===== src/rtl/ksa_wb_ctrl_if.sv =====
// Wishbone slave bus bundle for the Kogge-Stone adder front end.
// Pure wiring; timing and backpressure are set by the attached slave.
interface ksa_wb_ctrl_if;
  logic        wbs_stb_i;
  logic        wbs_cyc_i;
  logic        wbs_we_i;
  logic [3:0]  wbs_sel_i;
  logic [31:0] wbs_adr_i;
  logic [31:0] wbs_dat_i;
  logic        wbs_ack_o;
  logic [31:0] wbs_dat_o;

  modport master (
    output wbs_stb_i, wbs_cyc_i, wbs_we_i, wbs_sel_i, wbs_adr_i, wbs_dat_i,
    input  wbs_ack_o, wbs_dat_o
  );

  modport slave (
    input  wbs_stb_i, wbs_cyc_i, wbs_we_i, wbs_sel_i, wbs_adr_i, wbs_dat_i,
    output wbs_ack_o, wbs_dat_o
  );
endinterface


===== src/rtl/ksa_wb_ctrl.sv =====
// Wishbone front end for the 16-bit adder: launches operands, captures {cout,sum} into a 4-deep FIFO.
// Ack one cycle after accept (one request per 2 cycles); push SETTLE_CYCLES+1 edges after start; full FIFO drops and flags ovf.
module ksa_wb_ctrl #(
  parameter logic [31:0] BASE_ADDR     = 32'h3000_0000,
  parameter int unsigned SETTLE_CYCLES = 2
) (
  input  logic          wb_clk_i,
  input  logic          wb_rst_ni,
  ksa_wb_ctrl_if.slave  bus,
  output logic [15:0]   a_o,
  output logic [15:0]   b_o,
  input  logic [15:0]   sum_i,
  input  logic          cout_i,
  output logic          irq_o
);

  typedef enum logic [1:0] {IDLE, SETTLE, CAPTURE} state_t;

  localparam logic [3:0] CNT_INIT = 4'(SETTLE_CYCLES - 1);

  state_t      state_q, state_d;
  logic [3:0]  cnt_q, cnt_d;
  logic        launch, push;

  logic        ack_q;
  logic [31:0] dat_q;
  logic [15:0] opa_q, opb_q;
  logic        irq_en_q, ovf_q;

  logic [16:0] mem [4];
  logic [1:0]  wr_ptr_q, rd_ptr_q;
  logic [2:0]  count_q;

  logic        adr_match, accept, wr, rd;
  logic [1:0]  reg_sel;
  logic        start_req, ctrl_wr;
  logic        empty, full, pop, do_push, ovf_set;
  logic [31:0] status, rdata;
  logic        unused_ok;

  assign adr_match = (bus.wbs_adr_i[31:4] == BASE_ADDR[31:4]);
  assign accept    = bus.wbs_stb_i & bus.wbs_cyc_i & adr_match & ~ack_q;
  assign wr        = accept & bus.wbs_we_i;
  assign rd        = accept & ~bus.wbs_we_i;
  assign reg_sel   = bus.wbs_adr_i[3:2];
  assign ctrl_wr   = wr && (reg_sel == 2'd0);
  assign start_req = ctrl_wr && bus.wbs_dat_i[0];

  assign unused_ok = &{1'b0, bus.wbs_sel_i, bus.wbs_adr_i[1:0], bus.wbs_dat_i[31:16]};

  always_comb begin
    state_d = state_q;
    cnt_d   = cnt_q;
    launch  = 1'b0;
    push    = 1'b0;
    case (state_q)
      IDLE: begin
        if (start_req) begin
          state_d = SETTLE;
          cnt_d   = CNT_INIT;
          launch  = 1'b1;
        end
      end
      SETTLE: begin
        if (cnt_q == 4'd0) state_d = CAPTURE;
        else               cnt_d   = cnt_q - 4'd1;
      end
      CAPTURE: begin
        push    = 1'b1;
        state_d = IDLE;
      end
      default: state_d = IDLE;
    endcase
  end

  assign empty   = (count_q == 3'd0);
  assign full    = (count_q == 3'd4);
  assign pop     = rd && (reg_sel == 2'd3) && !empty;
  // A pop on the capture edge frees the slot the new result needs.
  assign do_push = push && (!full || pop);
  assign ovf_set = push && full && !pop;

  assign status = {23'd0, irq_en_q, 1'b0, count_q, ovf_q, full, empty, (state_q != IDLE)};

  always_comb begin
    rdata = 32'd0;
    case (reg_sel)
      2'd0: rdata = status;
      2'd1: rdata = {16'd0, opa_q};
      2'd2: rdata = {16'd0, opb_q};
      2'd3: rdata = empty ? 32'd0 : {15'd0, mem[rd_ptr_q]};
      default: rdata = 32'd0;
    endcase
  end

  always_ff @(posedge wb_clk_i or negedge wb_rst_ni) begin
    if (!wb_rst_ni) begin
      state_q  <= IDLE;
      cnt_q    <= 4'd0;
      ack_q    <= 1'b0;
      dat_q    <= 32'd0;
      opa_q    <= 16'd0;
      opb_q    <= 16'd0;
      irq_en_q <= 1'b0;
      ovf_q    <= 1'b0;
      a_o      <= 16'd0;
      b_o      <= 16'd0;
      wr_ptr_q <= 2'd0;
      rd_ptr_q <= 2'd0;
      count_q  <= 3'd0;
    end else begin
      state_q <= state_d;
      cnt_q   <= cnt_d;
      ack_q   <= accept;
      dat_q   <= rd ? rdata : 32'd0;
      if (ctrl_wr) irq_en_q <= bus.wbs_dat_i[8];
      if (wr && reg_sel == 2'd1) opa_q <= bus.wbs_dat_i[15:0];
      if (wr && reg_sel == 2'd2) opb_q <= bus.wbs_dat_i[15:0];
      if (launch) begin
        a_o <= opa_q;
        b_o <= opb_q;
      end
      if (ovf_set)                           ovf_q <= 1'b1;
      else if (ctrl_wr && bus.wbs_dat_i[3])  ovf_q <= 1'b0;
      if (do_push) wr_ptr_q <= wr_ptr_q + 2'd1;
      if (pop)     rd_ptr_q <= rd_ptr_q + 2'd1;
      count_q <= count_q + 3'(do_push) - 3'(pop);
    end
  end

  always_ff @(posedge wb_clk_i) begin
    if (do_push) mem[wr_ptr_q] <= {cout_i, sum_i};
  end

  assign bus.wbs_ack_o = ack_q;
  assign bus.wbs_dat_o = dat_q;
  assign irq_o         = irq_en_q & ~empty;

endmodule

===== src/flat_wrapper.sv =====
// flat-port wrapper written by rule: the top's interface ports become plain ports
module ksa_wb_ctrl_flat 
#(
  parameter logic [31:0] BASE_ADDR     = 32'h3000_0000,
  parameter int unsigned SETTLE_CYCLES = 2
)
  (wb_clk_i, wb_rst_ni, a_o, b_o, sum_i, cout_i, irq_o, bus_wbs_stb_i, bus_wbs_cyc_i, bus_wbs_we_i, bus_wbs_sel_i, bus_wbs_adr_i, bus_wbs_dat_i, bus_wbs_ack_o, bus_wbs_dat_o);
  ksa_wb_ctrl_if bus_i ();
  input  logic wb_clk_i;
  input  logic wb_rst_ni;
  output logic [15:0] a_o;
  output logic [15:0] b_o;
  input  logic [15:0] sum_i;
  input  logic cout_i;
  output logic irq_o;
  input wire logic [$bits(bus_i.wbs_stb_i)-1:0] bus_wbs_stb_i;
  input wire logic [$bits(bus_i.wbs_cyc_i)-1:0] bus_wbs_cyc_i;
  input wire logic [$bits(bus_i.wbs_we_i)-1:0] bus_wbs_we_i;
  input wire logic [$bits(bus_i.wbs_sel_i)-1:0] bus_wbs_sel_i;
  input wire logic [$bits(bus_i.wbs_adr_i)-1:0] bus_wbs_adr_i;
  input wire logic [$bits(bus_i.wbs_dat_i)-1:0] bus_wbs_dat_i;
  output wire logic [$bits(bus_i.wbs_ack_o)-1:0] bus_wbs_ack_o;
  output wire logic [$bits(bus_i.wbs_dat_o)-1:0] bus_wbs_dat_o;
  assign bus_i.wbs_stb_i = bus_wbs_stb_i;
  assign bus_i.wbs_cyc_i = bus_wbs_cyc_i;
  assign bus_i.wbs_we_i = bus_wbs_we_i;
  assign bus_i.wbs_sel_i = bus_wbs_sel_i;
  assign bus_i.wbs_adr_i = bus_wbs_adr_i;
  assign bus_i.wbs_dat_i = bus_wbs_dat_i;
  assign bus_wbs_ack_o = bus_i.wbs_ack_o;
  assign bus_wbs_dat_o = bus_i.wbs_dat_o;
  ksa_wb_ctrl #(.BASE_ADDR(BASE_ADDR), .SETTLE_CYCLES(SETTLE_CYCLES)) u_core (.wb_clk_i(wb_clk_i), .wb_rst_ni(wb_rst_ni), .bus(bus_i), .a_o(a_o), .b_o(b_o), .sum_i(sum_i), .cout_i(cout_i), .irq_o(irq_o));
endmodule

===== config.mk =====
export PLATFORM = sky130hd
export DESIGN_NAME = ksa_wb_ctrl_flat
export DESIGN_NICKNAME = d
export VERILOG_FILES = /design/src/rtl/ksa_wb_ctrl_if.sv /design/src/rtl/ksa_wb_ctrl.sv /design/src/flat_wrapper.sv
export SDC_FILE = /design/constraint.sdc
export NUM_CORES = 1
export LEC_CHECK = 0
export CAP_MARGIN = 0
export CORE_MARGIN = 1
export CORE_UTILIZATION = 47
export CTS_BUF_LIST = sky130_fd_sc_hd__clkbuf_8
export CTS_CLUSTER_DIAMETER = 80
export DETAILED_ROUTE_END_ITERATION = 8
export PLACE_DENSITY = 0.87
export SYNTH_ARGS = -nofsm -noshare
export SYNTH_HDL_FRONTEND = slang
export SYNTH_SLANG_ARGS = --single-unit

===== constraint.sdc =====
create_clock -name wb_clk_i -period 2.6 [get_ports wb_clk_i]
set_input_delay 0.39 -clock wb_clk_i [delete_from_list [all_inputs] [get_ports wb_clk_i]]
set_output_delay 0.39 -clock wb_clk_i [all_outputs]
set_load 0.005 [all_outputs]

After elaboration in Yosys (flattened, before gate mapping)

Memory sizes are Yosys's and may differ from the RTL's.
Cells that the tools add are included.

Register bits after elaboration: 112
Memories: 1
Memory bits (writable): 68
Word-level logic and storage cells: 77
Output and inout port bits: 66
Input bits: 90

$add $sub $neg: 5
Reduce and logical (&&, ||, !) cells: 23
Multiplexer cells: 16
Equal/unequal tests: 10
Bitwise operators: 9

Memories:

| memory     | words | bits a word | rd ports | clocked after memory_dff | wr ports | line              | text |
|---|---|---|---|---|---|---|---|
| u_core.mem | 4     | 17          | 1        | 0                        | 1        | ksa_wb_ctrl.sv:30 | `logic [16:0] mem [4];` |

Operators with widths:

| cell                   | number |
|---|---|
| $pmux W32 S4           | 1 |
| $mux W32               | 1 |
| $eq A28 B26 Y1 const B | 1 |
| $mux W17               | 1 |
| $logic_and A1 B1 Y1    | 10 |
| $mux W4                | 2 |
| $pmux W4 S2            | 1 |
| $mux W1                | 7 |
| $and A1 B1 Y1          | 6 |
| $eq A2 B2 Y1 const B   | 3 |
| $reduce_bool A2 Y1     | 3 |
| $add A2 B1 Y2 const B  | 2 |
| $eq A2 B1 Y1 const B   | 2 |
| $logic_not A2 Y1       | 2 |
| $logic_not A4 Y1       | 1 |
| $mux W2                | 2 |
| $ne A2 B1 Y1 const B   | 2 |
| $pmux W2 S2            | 1 |
| $sub A4 B1 Y4 const B  | 1 |
| $add A3 B1 Y3          | 1 |
| $eq A3 B3 Y1 const B   | 1 |
| $logic_not A1 Y1       | 3 |
| $logic_not A3 Y1       | 1 |
| $not A1 Y1             | 3 |
| other kinds (5)        | 5 |

Depth between registers and ports, before layout

Gate-level depths: netlist (run 1).

Depth in word-level cells: 10
Gate-level depth with buffers: 9
Depth with buffers taken out: 8

Least setup slack after synthesis (run 1)

Ideal clock, no wire load.

Kind: input to register
Start: input port bus_wbs_adr_i[27]
End: memory u_core.mem[0][0], enable pin
Path slack: 63 ps
Arrival: 2162 ps
Buffers on the path: 1
Stages: 6
Setup time: 375 ps
Data required time: 2225 ps
Cell sequence: nor4b_1 > nand4_1 > or4b_1 > buf_2 > a21oi_4 > and2_1

Word-level cells in the longest chain between the ends: 10

RTL lines:

| element                           | line               | text |
|---|---|---|
| start, declared                   | flat_wrapper.sv:20 | `input wire logic [$bits(bus_i.wbs_adr_i)-1:0] bus_wbs_adr_i;` |
| $eq A28 B26 Y1                    | ksa_wb_ctrl.sv:41  | `assign adr_match = (bus.wbs_adr_i[31:4] == BASE_ADDR[31:4]);` |
| $and A1 B1 Y1 (2 in series)       | ksa_wb_ctrl.sv:42  | `assign accept = bus.wbs_stb_i & bus.wbs_cyc_i & adr_match & ~ack_q;` |
| $and A1 B1 Y1                     | ksa_wb_ctrl.sv:44  | `assign rd = accept & ~bus.wbs_we_i;` |
| $logic_and A1 B1 Y1 (2 in series) | ksa_wb_ctrl.sv:78  | `assign pop = rd && (reg_sel == 2'd3) && !empty;` |
| $logic_or A1 B1 Y1                | ksa_wb_ctrl.sv:80  | `assign do_push = push && (!full \|\| pop);` |
| $logic_and A1 B1 Y1               | ksa_wb_ctrl.sv:80  |  |
| via u_core.do_push                | ksa_wb_ctrl.sv:37  | `logic empty, full, pop, do_push, ovf_set;` |
| $mux W1                           | ksa_wb_ctrl.sv:132 | `if (do_push) mem[wr_ptr_q] <= {cout_i, sum_i};` |
| $mux W1 (not written as such)     | ksa_wb_ctrl.sv:132 |  |
| end, declared                     | ksa_wb_ctrl.sv:30  |  |

The timed path passes the listed nets, and every way through them passes these cells.

Final worst setup path (run 1)

Start: input port bus_wbs_adr_i[31]
End: register u_core.count_q[2]

Word-level cells in the longest chain between the ends: 10

RTL lines:

| element                               | line               | text |
|---|---|---|
| $eq A28 B26 Y1 (*)                    | ksa_wb_ctrl.sv:41  |  |
| $and A1 B1 Y1 (*) (2 in series)       | ksa_wb_ctrl.sv:42  |  |
| $and A1 B1 Y1 (*)                     | ksa_wb_ctrl.sv:44  |  |
| $logic_and A1 B1 Y1 (*) (2 in series) | ksa_wb_ctrl.sv:78  |  |
| $logic_or A1 B1 Y1                    | ksa_wb_ctrl.sv:80  |  |
| $logic_and A1 B1 Y1                   | ksa_wb_ctrl.sv:80  |  |
| $add A3 B1 Y3                         | ksa_wb_ctrl.sv:127 | `count_q <= count_q + 3'(do_push) - 3'(pop);` |
| $sub A3 B1 Y3 (*)                     | ksa_wb_ctrl.sv:127 |  |
| end signal, assigned                  | ksa_wb_ctrl.sv:127 |  |
| end, declared                         | ksa_wb_ctrl.sv:32  | `logic [2:0] count_q;` |

Mark *: on every way between the ends. The rest lies on a longest branch, timed or not.
A chain may end at the register's enable or synchronous reset.

==> results of run 1 <==
-- power groups by stage --
| stage | combinational, mW | sequential [mW] | clock (mW) |
|---|---|---|---|
| CTS | 0.218 | 2.71 | 1.96 |
| floorplan | 0.0592 | 2.77 | 0 |
| detailed placement | 0.215 | 2.77 | 0 |
| global route | 0.235 | 2.71 | 2.06 |
| global placement | 0.209 | 2.77 | 0 |
| finish | 0.216 | 2.71 | 1.92 |
-- cell type report --
class                           instances  area (sq um)  area share (%)
Inverter                                9          33.8           0.380
Timing Repair Buffer                  157          1590            17.9
Tap cell                              180           225            2.53
Multi-Input combinational cell        220          2150            24.2
Clock buffer                           20           275            3.09
Clock inverter                         12           149            1.67
Sequential cell                       165          4470            50.2
-- routing by layer --
| metal | vias to the layer above | share of wire [%] | global-route usage, % |
|---|---|---|---|
| met4 | 0 | 2.1 | 9.18 |
| li1 | 1851 | - | - |
| met3 | 26 | 7.3 | 5.57 |
| met5 | - | 0 | 0 |
| met1 | 2061 | 39 | 25.0 |
| met2 | 164 | 51 | 35.5 |
-- state kept, by name (all words and copies together), names as in the netlist --
register	flops
u_core.mem	68
u_core.bus.wbs_dat_o	17
u_core.a_o	16
u_core.b_o	16
u_core.opa_q	16
u_core.opb_q	16
u_core.cnt_q	4
u_core.count_q	3
u_core.rd_ptr_q	2
u_core.state_q	2
u_core.wr_ptr_q	2
u_core.bus.wbs_ack_o	1
u_core.irq_en_q	1
u_core.ovf_q	1
-- placed cells by master (no fill, tap or decap), drive strengths merged, types with 12 or more instances in the layout --
cell type / count
dfrtp: 97
dlymetal6s2s: 14
mux4: 17
edfxtp: 68
clkdlybuf4s50: 103
nor2: 14
clkbuf: 20
buf: 39
mux2: 67
conb: 15
inv: 12
-- cell families after synthesis --
| logic type | count (synthesis) |
|---|---|
| buf+inv | 46 |
| mux | 90 |
| other cells | 1 |
| compound gates | 36 |
| fa+ha+maj | 7 |
| xor+xnor | 6 |
| flops | 165 |
| simple gates | 66 |
-- worst reg2reg max path, delay by kind of cell (launching register included) --
| kind | cells | cell delay, ps |
|---|---|---|
| simple gates | 3 | 930 |
| fa+ha+maj | 2 | 600 |
| xor+xnor | 3 | 500 |
| flops | 1 | 420 |
-- stage by stage --
stage	power, mW	setup WS [ps]	cells	hold slack (ps)
finish	4.85	31.1	763	512
floorplan	2.83	63.3	431	94.4
CTS	4.89	9.52	758	515
global placement	2.97	-566	725	466
global route	5.01	-23.9	763	531
detailed placement	2.98	-628	725	479
-- worst min-delay path by stage --
| stage | start | end | slack (ps) | depth (start not counted) |
|---|---|---|---|---|
| global placement | wb_rst_ni | u_core.bus.wbs_dat_o[16] | 470 | 1 |
| CTS | u_core.a_o[7] | u_core.a_o[7] | 510 | 1 |
| floorplan | wb_rst_ni | u_core.a_o[0] | 90 | 0 |
| finish | u_core.b_o[4] | u_core.b_o[4] | 510 | 1 |
| global route | u_core.a_o[9] | u_core.a_o[9] | 530 | 1 |
| detailed placement | wb_rst_ni | u_core.bus.wbs_dat_o[16] | 480 | 1 |
-- timing repair --
action	4_1_cts	5_1_grt
hold endpoints to repair	50	0
setup buffers	0	5
gates resized for setup	2	22
pin swaps	1	17
endpoints found under the setup margin	70	2
hold buffers	1	0
==> metrics, run 1 <==
Yosys cell types=42; r2r endpoint=u_core.count_q[2]; Worst Setup EP=u_core.count_q[2]; Crit. Startpoint=bus_wbs_adr_i[31]; first-pass GRT wire length=22700 um; fillcell total=978; CP Capture Type=register; final core utilization=63.6%; status=completed; Post-synth EDFFs=68; XOR/XNOR share of the synthesized area=0.777%; Final #Nets=667; pin count of the biggest net entering global routing=55; drt first pass iters=5; synthesized instance count=417; pwr dens=545 nW/um^2; antenna cells=0; Port Buffer Count=118; grt ovf=0; Primary FF master, synth=dfrtp_1; crit start category=input pin; TritonCTS clock tree=yes; Wirelength per Cell=19.1 um; Comb pwr share=4.5%; Hold Crit Class=reg2reg; top cell type's share of synthesized area=35.9%; clk_lat worst skew=450 ps; Crit Path Class=in2reg; Layout area overhead=31.5%; layout cells sized above 1=29.3%; Max Cap Viol=0; simple-gate area share of the yosys netlist=5.90%; H-Tree Depth=4; Max clock buf depth=2; post-synthesis adder-cell area fraction=1.41%; DIE WIDTH=122 um; initial antenna violation count=0; register area share after synthesis=66.1%; die area=14900 sq um; DRC viols=0; yosys warns=0; vias per cell=5.38; final instance area=8890 sq um; clock sink count=165; Leak=3.80 nW; final hold violations=0; DP HPWL=10400 um; Final Setup Violations=0; CP max stage delay=570 ps; Initial Util=48.4%; IO Count=156; Area after DPL=8320 sq um; number of routed nets with antenna violations=0; min cycle time layout=2570 ps; Sw Share=20.6%; WP data required=2980 ps; Final Wtd Congestion=0.836; CTS Buf Count=17; worst reg2reg path depth=8; Synth top cells by count=dfrtp_1 (97), edfxtp_1 (68), mux2_2 (66); clock network fraction of total power=39.7%; Flop pwr share=55.9%; CTS clk-pin slew, worst paths=90 ps; Compound-Gate Fraction of Synth Area=4.35%; Total GRT Usage=20.9%; max-slew violation count=0; Slew @ Worst Pin=682 ps; cell taking the most area after synthesis=dfrtp_1; largest family of logic cells by synthesized area=multiplexers; Period Utilization, post-route=98.8%; FF+latch count, synth=165; top-count cell post-synth=dfrtp_1; Top cell by count, worst path=xnor2_2; Avg Inst Size Synth=16.2 sq um; CP arrival=2950 ps; synthesized area=6770 sq um; Power Internal=3.85 mW; CP Buf/Inv Count=1; slew margin rel.=54.5%; FF-to-FF setup slack=100 ps; vias=4102; switching power=1.00 mW; Setup Skew=11.6 ps; mux share of post-synthesis cell area=17.8%; Placeable Area=14000 sq um; row cnt=43; slowest CP cell=or4b_4; DRT Wirelength=14500 um; Peak VDD IR=0.491 mV; 1st-iter DRT viols=187; Top delay family on crit path=simple AND/OR/NAND/NOR gates; ys async rst share=58.8%; chip height=122 um; Clk Tree Root Cell=clkbuf_8; worst r2r src=u_core.bus.wbs_ack_o; CP Cell Sequence=clkdlybuf4s50_1 -> nor4_2 -> nand4_1 -> or4b_4 -> xnor2_2 -> ha_2 -> fa_2 -> xnor2_2 -> xnor2_1; Peak Freq=0.389 GHz; WP depth=9; Crit Path Max Fanout=2; post-route setup TNS=0 ps; vias in the first global route=4348; ranking of synthesized cells by area=dfrtp_1 (36%), edfxtp_1 (30%), mux2_2 (11%)
(Power assumes the default switching activity.)
==> run 2, diff against run 1 <==
Settings changed: SKIP_LAST_GASP set to 1.
==> results of run 2 <==
Same layout as run 1: the final DEF is identical, and so are final timing and power.
==> run 3, diff against run 2 <==
Settings changed: REMOVE_ABC_BUFFERS set to 1.
==> metrics, run 3 (synthesis gave the netlist of run 1 again) <==
area of the multi-input gates=2120 sq um (-1.5%); Max Cap Viol=0 (unchanged); WHS Endpoint=u_core.ovf_q; Leak=3.62 nW (-4.7%); clock sink count=165 (unchanged); clk_lat worst skew=460 ps (about the same); most frequent cells in the layout=clkdlybuf4s50_1 (117), dfrtp_1 (97), edfxtp_1 (68), mux2_2 (66), buf_4 (32); Final Worst Setup Slack=43.0 ps (+11.9 ps); initial antenna violation count=0 (unchanged); drt first pass iters=4 (-1); status=completed; Final #Nets=664 (-0.45%); number of routed nets with antenna violations=0 (unchanged); grt ovf=0 (unchanged); antenna cells=0 (unchanged); hold-critical path depth=1 (unchanged); RSZ-0062 raised after global routing=yes; Max clock buf depth=2 (unchanged); fillcell total=1005 (+2.8%); crit start category=input pin; CTS Buf Count=17 (unchanged); pin count of the biggest net entering global routing=98 (+78%); worst reg2reg path depth=9 (+1); 1st-iter DRT viols=225 (+20%); DIE WIDTH=122 um (unchanged); worst r2r src=u_core.bus.wbs_ack_o; WP data required=2970 ps (about the same); Seq. cell area=4470 sq um (unchanged); Layout area overhead=29.0%; max reg flops=68 (unchanged); Port Buffer Count=118 (unchanged); DRC viols=0 (unchanged); Peak VDD IR=0.331 mV (-33%); Crit Path Class=in2reg; Reg with most FFs=u_core.mem; Slew @ Worst Pin=523 ps (-160 ps); Hold Slack=509 ps (-2.88 ps); Period Utilization, post-route=98.3% (-0.46 points); Worst Hold Launch=u_core.ovf_q; DRT Wirelength=14000 um (-3.4%); Placeable Area=14000 sq um (unchanged); min cycle time layout=2560 ps (-11.9 ps); vias in the first global route=4199 (-3.4%); vias=4066 (-0.88%); final hold violations=0 (unchanged); Peak Freq=0.391 GHz (+0.46%); IO Count=156 (unchanged); first-pass GRT wire length=22000 um (-3.2%); Final Setup Violations=0 (unchanged); TritonCTS clock tree=yes; Wirelength per Cell=18.5 um (-3.0%); Total GRT Usage=20.1% (-0.86 points); die area=14900 sq um (unchanged); Clk Tree Root Cell=clkbuf_8; DP HPWL=10200 um (-1.7%); vias per cell=5.35 (-0.49%); Final Wtd Congestion=0.762 (-8.9%); commonest non-fill, non-tap cell in the layout=clkdlybuf4s50_1; max-slew violation count=0 (unchanged); r2r endpoint=u_core.count_q[2]; layout cells sized above 1=27.9% (-1.4 points); pwr dens=533 nW/um^2 (-2.3%); Crit Path Max Fanout=6 (+4); H-Tree Depth=4 (unchanged); row cnt=43 (unchanged); Hold Crit Class=reg2reg; pre-CTS WS=-439 ps (+189 ps); Setup Skew=12.8 ps (+1.22 ps); CP arrival=2930 ps (-20 ps); CTS clk-pin slew, worst paths=80 ps (about the same); CP Capture Type=register; slew margin rel.=65.2% (+11 points); Initial Util=48.4% (unchanged); FF-to-FF setup slack=90 ps (about the same); chip height=122 um (unchanged)
[run 3: cell count changes in the layout (fill, tap and decap cells not counted), sizes merged]
cell | before | now
clkinv | 4 | 3
dlymetal6s2s | 14 | 0
clkbuf | 20 | 18
clkdlybuf4s50 | 103 | 117
bufinv | 3 | 1
inv | 12 | 17
buf | 39 | 36
[run 3: area by class of cell]
| type | count | area share [%] |
|---|---|---|
| clock buffers | 18 | 2.84 |
| clock inverters | 14 | 1.46 |
| inverters | 9 | 0.387 |
| multi-input cells | 220 | 24.3 |
| flip-flops and latches | 165 | 51.2 |
| well taps | 180 | 2.58 |
| repair buffers | 154 | 17.2 |
[run 3: worst max-delay path by stage]
| stage | startpoint | end | slack, ps | depth (start not counted) |
|---|---|---|---|---|
| global placement | bus_wbs_adr_i[22] | u_core.count_q[2] | -350 | 9 |
| floorplan | bus_wbs_adr_i[27] | u_core.a_o[0] | -1300 | 4 |
| detailed placement | bus_wbs_adr_i[22] | u_core.count_q[2] | -440 | 9 |
| global route | bus_wbs_adr_i[9] | u_core.count_q[2] | -20 | 10 |
| CTS | u_core.bus.wbs_ack_o | u_core.count_q[2] | 9 | 8 |
| finish | bus_wbs_adr_i[17] | u_core.count_q[2] | 40 | 10 |
[run 3: what timing repair did]
action / CTS / global route
endpoints found under the setup margin: 1 / 1
gates resized for setup: 1 / 3
pin swaps: 0 / 3
setup buffers: 0 / 0
endpoints found under the hold margin: 92 / 0
hold buffers: 1 / 0
[run 3: metrics by stage]
step | utilization [%] | TNS (ps) | power (mW) | std cells | area [sq um]
floorplan | - | -47300 | 2.80 | 394 | 6600
global placement | 59.5 | -21000 | 2.97 | 727 | 8320
detailed placement | 59.5 | -28270 | 2.98 | 727 | 8320
CTS | 62.3 | 0 | 4.70 | 760 | 8710
global route | 62.4 | -24.9 | 4.81 | 760 | 8730
finish | 62.4 | 0 | 4.65 | 760 | 8730
[run 3: critical path: stages]
cell,delay (ps)
clkdlybuf4s50_1,420
nor4_2,280
nand4_1,180
or4b_4,600
buf_4,170
a21oi_4,190
ha_1,210
fa_2,220
xnor2_2,120
xnor2_1,140
[run 3: metal layers]
layer | up-vias | track usage, % | part of all wire [%]
met5 | - | 0 | 0
met4 | 0 | 7.95 | 1.8
met3 | 22 | 5.34 | 5.9
met2 | 159 | 32.0 | 50
met1 | 2041 | 26.2 | 43
li1 | 1844 | - | -
[run 3: report_power, final]
group	internal, mW	total [mW]	switching [mW]
combinational	0.115	0.217	0.102
sequential	2.71	2.71	0.0000000242
clock	0.794	1.72	0.928
